`src/rtl/pc_unit_pkg.sv`:
```
// Shared types for the fetch-stage program-counter unit.
// Holds default widths, the next-PC select encoding and the address type.
package pc_pkg;

    localparam int DEF_ADDR_W = 32;
    localparam int DEF_INC    = 4;

    typedef logic [DEF_ADDR_W-1:0] addr_t;

    typedef enum logic [1:0] {
        SEL_SEQ,
        SEL_REDIR,
        SEL_RET,
        SEL_HOLD
    } next_sel_t;

endpackage

```
`src/rtl/pc_unit_if.sv`:
```
// Control/status bundle between the PC unit and its neighbours.
// master: hazard/branch side drives stall, redirect, call, ret and
// reads pc, pc_plus and RAS status. slave: the PC unit itself.
interface pc_unit_if #(
    parameter int ADDR_W    = 32,
    parameter int RAS_DEPTH = 4
);
    localparam int CNT_W = $clog2(RAS_DEPTH + 1);

    logic              stall;
    logic              redirect_valid;
    logic [ADDR_W-1:0] redirect_addr;
    logic              call;
    logic              ret;
    logic [ADDR_W-1:0] pc;
    logic [ADDR_W-1:0] pc_plus;
    logic [CNT_W-1:0]  ras_count;
    logic              ras_empty;
    logic              ras_full;
    logic              ras_err;

    modport master (
        output stall, redirect_valid, redirect_addr, call, ret,
        input  pc, pc_plus, ras_count, ras_empty, ras_full, ras_err
    );

    modport slave (
        input  stall, redirect_valid, redirect_addr, call, ret,
        output pc, pc_plus, ras_count, ras_empty, ras_full, ras_err
    );

endinterface

```
`src/rtl/pc_unit_ras.sv`:
```
// Circular return-address stack with saturating count and sticky error.
// Ports: clk, rst_n, push/pop strobes, push_data, top (newest entry),
// count (valid entries), err (pop-when-empty or push-when-full seen).
module ras_stack #(
    parameter  int ADDR_W    = 32,
    parameter  int RAS_DEPTH = 4,
    localparam int PTR_W     = (RAS_DEPTH > 1) ? $clog2(RAS_DEPTH) : 1,
    localparam int CNT_W     = $clog2(RAS_DEPTH + 1)
) (
    input  logic              clk,
    input  logic              rst_n,
    input  logic              push,
    input  logic              pop,
    input  logic [ADDR_W-1:0] push_data,
    output logic [ADDR_W-1:0] top,
    output logic [CNT_W-1:0]  count,
    output logic              err
);

    logic [ADDR_W-1:0] mem [RAS_DEPTH];
    logic [PTR_W-1:0]  ptr_r;
    logic [PTR_W-1:0]  ptr_inc;
    logic [PTR_W-1:0]  ptr_dec;
    logic [CNT_W-1:0]  cnt_r;
    logic              err_r;
    logic              full;
    logic              empty;

    // ptr_r is the next free slot; the newest entry sits one below it.
    // Wrapping the pointer lets a push when full overwrite the oldest.
    always_comb begin
        ptr_inc = ptr_r + PTR_W'(1);
        ptr_dec = ptr_r - PTR_W'(1);
        if (ptr_r == PTR_W'(RAS_DEPTH - 1))
            ptr_inc = '0;
        if (ptr_r == '0)
            ptr_dec = PTR_W'(RAS_DEPTH - 1);
    end

    assign full  = (cnt_r == CNT_W'(RAS_DEPTH));
    assign empty = (cnt_r == '0);

    // Entry contents carry no reset value.
    always_ff @(posedge clk) begin
        if (push && rst_n)
            mem[ptr_r] <= push_data;
    end

    always_ff @(posedge clk or negedge rst_n) begin
        if (!rst_n) begin
            ptr_r <= '0;
            cnt_r <= '0;
            err_r <= 1'b0;
        end else if (push) begin
            ptr_r <= ptr_inc;
            if (full)
                err_r <= 1'b1;
            else
                cnt_r <= cnt_r + CNT_W'(1);
        end else if (pop) begin
            if (empty) begin
                err_r <= 1'b1;
            end else begin
                ptr_r <= ptr_dec;
                cnt_r <= cnt_r - CNT_W'(1);
            end
        end
    end

    assign top   = mem[ptr_dec];
    assign count = cnt_r;
    assign err   = err_r;

endmodule

```
`src/rtl/pc_unit.sv`:
```
// Fetch-stage program counter: sequential advance, stall, redirect, RAS.
// Ports: clk, rst_n, and bus (slave) carrying control in, pc/status out.
module pc_unit
    import pc_pkg::*;
#(
    parameter  int                ADDR_W    = DEF_ADDR_W,
    parameter  logic [ADDR_W-1:0] RESET_VEC = '0,
    parameter  int                INC       = DEF_INC,
    parameter  int                RAS_DEPTH = 4,
    localparam int                CNT_W     = $clog2(RAS_DEPTH + 1)
) (
    input  logic clk,
    input  logic rst_n,
    pc_unit_if.slave bus
);

    logic [ADDR_W-1:0] pc_r;
    logic [ADDR_W-1:0] pc_plus;
    logic [ADDR_W-1:0] pc_next;
    logic [ADDR_W-1:0] ras_top;
    logic [CNT_W-1:0]  ras_cnt;
    logic              ras_empty;
    logic              push;
    logic              pop;
    next_sel_t         sel;

    // Wraps modulo 2^ADDR_W by construction.
    assign pc_plus = pc_r + ADDR_W'(INC);

    // Redirect outranks stall, stall outranks ret, so push and pop
    // can never coincide.
    assign push = bus.redirect_valid & bus.call;
    assign pop  = ~bus.redirect_valid & ~bus.stall & bus.ret;

    assign ras_empty = (ras_cnt == '0);

    always_comb begin
        sel = SEL_SEQ;
        unique case (1'b1)
            bus.redirect_valid:           sel = SEL_REDIR;
            (!bus.redirect_valid &&
             bus.stall):                  sel = SEL_HOLD;
            (pop && !ras_empty):          sel = SEL_RET;
            default:                      sel = SEL_SEQ;
        endcase
    end

    always_comb begin
        pc_next = pc_plus;
        unique case (sel)
            SEL_REDIR: pc_next = bus.redirect_addr;
            SEL_HOLD:  pc_next = pc_r;
            SEL_RET:   pc_next = ras_top;
            SEL_SEQ:   pc_next = pc_plus;
            default:   pc_next = pc_plus;
        endcase
    end

    always_ff @(posedge clk or negedge rst_n) begin
        if (!rst_n)
            pc_r <= RESET_VEC;
        else
            pc_r <= pc_next;
    end

    ras_stack #(
        .ADDR_W    (ADDR_W),
        .RAS_DEPTH (RAS_DEPTH)
    ) u_ras (
        .clk       (clk),
        .rst_n     (rst_n),
        .push      (push),
        .pop       (pop),
        .push_data (pc_plus),
        .top       (ras_top),
        .count     (ras_cnt),
        .err       (bus.ras_err)
    );

    assign bus.pc        = pc_r;
    assign bus.pc_plus   = pc_plus;
    assign bus.ras_count = ras_cnt;
    assign bus.ras_empty = ras_empty;
    assign bus.ras_full  = (ras_cnt == CNT_W'(RAS_DEPTH));

endmodule

```
`src/flat_wrapper.sv`:
```
// flat-port wrapper written by rule: the top's interface ports become plain ports
module pc_unit_flat import pc_pkg::*;
#(
    parameter  int                ADDR_W    = DEF_ADDR_W,
    parameter  logic [ADDR_W-1:0] RESET_VEC = '0,
    parameter  int                INC       = DEF_INC,
    parameter  int                RAS_DEPTH = 4,
    localparam int                CNT_W     = $clog2(RAS_DEPTH + 1)
)
  (clk, rst_n, bus_stall, bus_redirect_valid, bus_redirect_addr, bus_call, bus_ret, bus_pc, bus_pc_plus, bus_ras_count, bus_ras_empty, bus_ras_full, bus_ras_err);
  pc_unit_if #(.ADDR_W(ADDR_W), .RAS_DEPTH(RAS_DEPTH)) bus_i ();
  input  logic clk;
  input  logic rst_n;
  input wire logic [$bits(bus_i.stall)-1:0] bus_stall;
  input wire logic [$bits(bus_i.redirect_valid)-1:0] bus_redirect_valid;
  input wire logic [$bits(bus_i.redirect_addr)-1:0] bus_redirect_addr;
  input wire logic [$bits(bus_i.call)-1:0] bus_call;
  input wire logic [$bits(bus_i.ret)-1:0] bus_ret;
  output wire logic [$bits(bus_i.pc)-1:0] bus_pc;
  output wire logic [$bits(bus_i.pc_plus)-1:0] bus_pc_plus;
  output wire logic [$bits(bus_i.ras_count)-1:0] bus_ras_count;
  output wire logic [$bits(bus_i.ras_empty)-1:0] bus_ras_empty;
  output wire logic [$bits(bus_i.ras_full)-1:0] bus_ras_full;
  output wire logic [$bits(bus_i.ras_err)-1:0] bus_ras_err;
  assign bus_i.stall = bus_stall;
  assign bus_i.redirect_valid = bus_redirect_valid;
  assign bus_i.redirect_addr = bus_redirect_addr;
  assign bus_i.call = bus_call;
  assign bus_i.ret = bus_ret;
  assign bus_pc = bus_i.pc;
  assign bus_pc_plus = bus_i.pc_plus;
  assign bus_ras_count = bus_i.ras_count;
  assign bus_ras_empty = bus_i.ras_empty;
  assign bus_ras_full = bus_i.ras_full;
  assign bus_ras_err = bus_i.ras_err;
  pc_unit #(.ADDR_W(ADDR_W), .RESET_VEC(RESET_VEC), .INC(INC), .RAS_DEPTH(RAS_DEPTH)) u_core (.clk(clk), .rst_n(rst_n), .bus(bus_i));
endmodule
```
`config.mk`:
```
export PLATFORM = sky130hd
export DESIGN_NAME = pc_unit_flat
export DESIGN_NICKNAME = d
export VERILOG_FILES = /design/src/rtl/pc_unit_pkg.sv /design/src/rtl/pc_unit_if.sv /design/src/rtl/pc_unit_ras.sv /design/src/rtl/pc_unit.sv /design/src/flat_wrapper.sv
export SDC_FILE = /design/constraint.sdc
export NUM_CORES = 1
export LEC_CHECK = 0
export CORE_MARGIN = 2
export CORE_UTILIZATION = 35
export CTS_CLUSTER_DIAMETER = 40
export DETAILED_ROUTE_END_ITERATION = 7
export HOLD_SLACK_MARGIN = 0.12
export PLACE_DENSITY = 0.52
export SLEW_MARGIN = 20
export SYNTH_ARGS = -nofsm -noshare
export SYNTH_HDL_FRONTEND = slang
export SYNTH_HIERARCHICAL = 1
export SYNTH_SLANG_ARGS = --single-unit
export TNS_END_PERCENT = 30
```
`constraint.sdc`:
```
create_clock -name clk -period 4.15 [get_ports clk]
set_input_delay 0.415 -clock clk [delete_from_list [all_inputs] [get_ports clk]]
set_output_delay 0.415 -clock clk [all_outputs]
set_load 0.01 [all_outputs]
```
==> flow_summary_export.csv <==
group,metric,value,unit
sta,hold_viol,0,
clocking,cts_made_buffers,17,
clocking,cts.sinks,166,
floorplan,ioPinCount,108,
logic_synthesis,yosys_most_used_dff,"edfxtp_1",
outcome,status,"complete, no violations",
sta,min_period,3.68,ns
power,p_seq_share,40.5,%
clocking,htreeDepth,4,
grt,antenna_found_initial,0,
sta,max_freq,272,MHz
clocking,clock_path_buffers,2,
worst_setup_path,start_kind,"register",
finish,n_antenna_cell,0,
grt,grt_overflow,0,
logic_synthesis,synthDistinctLibCells,65,
detailed_routing,vias,5070,
power,p_leak,3.24,nW
worst_hold_path,hp-class,"input port to register",
power,internal_power,3.74,mW
placement,dp_worst_setup_slack,0.987,ns
detailed_routing,drtPass1Iterations,5,
finish,final_common_cell,"edfxtp_1",
clocking,clkLatencyLatePin,0.42,ns
finish,seq_area,4800,um^2
detailed_routing,via_per_inst,5.50,
power,power_switching,1.76,mW
detailed_routing,drtIter0Drc,371,
logic_synthesis,synth-async-reset-ratio,22.9,%
finish,drive_gt1_share,15.7,%
grt,grt_pass1_wl,31.7,mm
logic_synthesis,synth_nets,566,
worst_setup_path,worstSetupEndpointType,"primary output",
floorplan,dieArea,23300,um^2
floorplan,fp-row-count,54,
grt,grt_pass1_vias,5112,
logic_synthesis,synth_edf_count,128,
worst_setup_path,required,3.73,ns
floorplan,fp.dieW,153,um
logic_synthesis,yosys_warnings,6,
sta,rsz0062_at_grt,"no",
placement,gp_congestion,0.825,
sta,tns,0,ns
flow_run,maxCapViolations,0,
power,switching_share,31.9,%
worst_setup_path,path_class,"register to primary output",
sta,setup_viol,0,
power,peakVddDrop,289,uV
detailed_routing,routedWlPerCell,22.5,um
clocking,clk_pin_slew_worst_paths,0.07,ns
placement,port_buffers,107,
logic_synthesis,syn_inst,522,
logic_synthesis,yosysSeqAreaShare,62.1,%
worst_setup_path,cp.arrival,3.26,ns
placement,hpwl,13.6,mm
finish,multi_input_area,2680,um^2
clocking,root_buffer,"clkbuf_16",
detailed_routing,ant_nets,0,
floorplan,start_util,35.5,%
power,power_frac_clock,27.0,%
finish,nFillCells,2001,
finish,fin_nets,673,
grt,track_usage,18.1,%
detailed_routing,drc,0,
sta,fin_crit_sh,88.6,%
logic_synthesis,synth_area_per_cell,14.8,um^2
sta,worstMarginPinSlew,0.778,ns
worst_setup_path,cp_max_fo,9,
detailed_routing,wirelength,20.7,mm
grt,grt_max_degree,40,
logic_synthesis,syn_area,7730,um^2
finish,syn2layout_area_growth,24.2,%
logic_synthesis,ys_seq_elements,166,
power,power_frac_comb,32.5,%
sta,clock_skew,0.00675,ns
floorplan,core-area,21800,um^2
clocking,cts_tree,"built",
finish,layout_common_cells,"128 x edfxtp_1, 105 x clkdlybuf4s50_1, 37 x dfrtp_1",
power,p_per_area,573,nW/um^2
sta,slew_headroom,48.1,%
floorplan,fp.dieH,153,um
sta,slew_violations,0,
sta,layout_setup_ws,0.473,ns
==> layer usage <==
layer / up-vias / wire length, um / track usage (%)
met5: - / 0 / 0
met1: 2636 / 9380 / 25.1
met2: 139 / 9930 / 28.5
met4: 0 / 167 / 4.19
met3: 13 / 1270 / 4.84
li1: 2282 / - / -
==> registers in the layout, summed over array words and instances, names as in the netlist <==
name                count
u_core/u_ras/ptr_r      2
u_core/u_ras/mem      128
u_core/u_ras/err        1
u_core/u_ras/count      3
u_core/bus.pc          32
==> critical path: stages (launching register included) <==
cell and delay, ns:
dfrtp_1 0.49, ha_1 0.27, nand2_1 0.15, nor3_2 0.49, nand3_1 0.21, xnor2_1 0.57, clkdlybuf4s50_1 0.67
==> final timing paths <==
kind,endpoint,slack (ns),from,depth (start not counted)
worst min register to register,u_core/u_ras/err,0.46,u_core/u_ras/err,2
min in group asynchronous,u_core/u_ras/ptr_r[1],0.51,rst_n,2
max in group asynchronous,u_core/bus.pc[10],2.89,rst_n,3
worst min-delay path,u_core/u_ras/count[0],0.42,bus_redirect_valid,4
worst max register to register,u_core/bus.pc[25],1.48,u_core/u_ras/ptr_r[1],7
worst max-delay path,bus_pc_plus[18],0.47,u_core/bus.pc[2],6
==> synth_stat cells (all sizes together), types with 3 or more instances <==
library cell / n / area share, %
a211oi: 4 / 0.45
a21oi: 22 / 1.4
a221o: 7 / 0.91
a221oi: 13 / 2.3
a22oi: 6 / 0.58
a2bb2oi: 8 / 0.91
a31oi: 5 / 0.40
and2: 7 / 0.60
and3: 7 / 0.57
buf: 26 / 2.4
clkbuf: 6 / 0.29
dfrtp: 38 / 12
edfxtp: 128 / 50
ha: 5 / 0.81
inv: 14 / 0.68
mux4: 33 / 9.6
nand2: 36 / 1.7
nand2b: 3 / 0.24
nand3: 17 / 1.1
nand4: 9 / 0.92
nor2: 26 / 1.4
nor2b: 3 / 0.24
nor3: 9 / 0.65
nor3b: 3 / 0.36
nor4: 9 / 1.1
o21ai: 13 / 0.84
o22a: 3 / 0.34
o22ai: 3 / 0.24
o31ai: 3 / 0.29
xnor2: 24 / 2.7
xor2: 5 / 0.57
==> power groups by stage <==
| stage | registers, mW | clock network [mW] | logic, mW |
|---|---|---|---|
| 2_1_floorplan | 2.23 | 0 | 1.13 |
| 3_3_place_gp | 2.25 | 0 | 1.78 |
| 3_5_place_dp | 2.26 | 0 | 1.80 |
| 4_1_cts | 2.23 | 1.53 | 1.81 |
| 5_1_grt | 2.26 | 1.59 | 1.93 |
| 6_report | 2.23 | 1.49 | 1.79 |
==> kinds of logic (layout without fill, tap and decap cells) <==
family                   Yosys count  after routing  synth area share [%]
buffers and inverters             46            166                  3.34
adder cells (fa/ha/maj)            6              6                  1.07
XOR/XNOR                          29             29                  3.29
AO/OA/AOI/OAI                    108            108                  11.1
flip-flops                       166            166                  62.1
AND/OR/NAND/NOR                  132            132                  9.21
multiplexers                      35             35                  9.89
==> metrics by stage <==
stage               util [%]  power [mW]  cells  hold WS [ns]  cell area [um^2]
floorplan                  -        3.36    522         0.119              7730
global placement        41.5        4.03    889         0.443              9030
detailed placement      41.5        4.06    889         0.449              9030
CTS                     44.1        5.56    922         0.408              9590
global route            44.1        5.77    922         0.439              9590
finish                  44.1        5.50    922         0.423              9590
==> final cells by class <==
type	instances	area share (%)
repair buffers	120	12.1
inverters	14	0.548
clock buffers	17	4.43
flip-flops and latches	166	50.0
well taps	280	3.65
clock inverters	15	1.33
multi-input cells	310	27.9
==> repair_timing <==
action | CTS | global route
endpoints found under the hold margin | 18 | 0
setup buffers | 0 | 0
hold buffers | 1 | 0
gates resized for setup | 0 | 0
(Power assumes the default switching activity.)
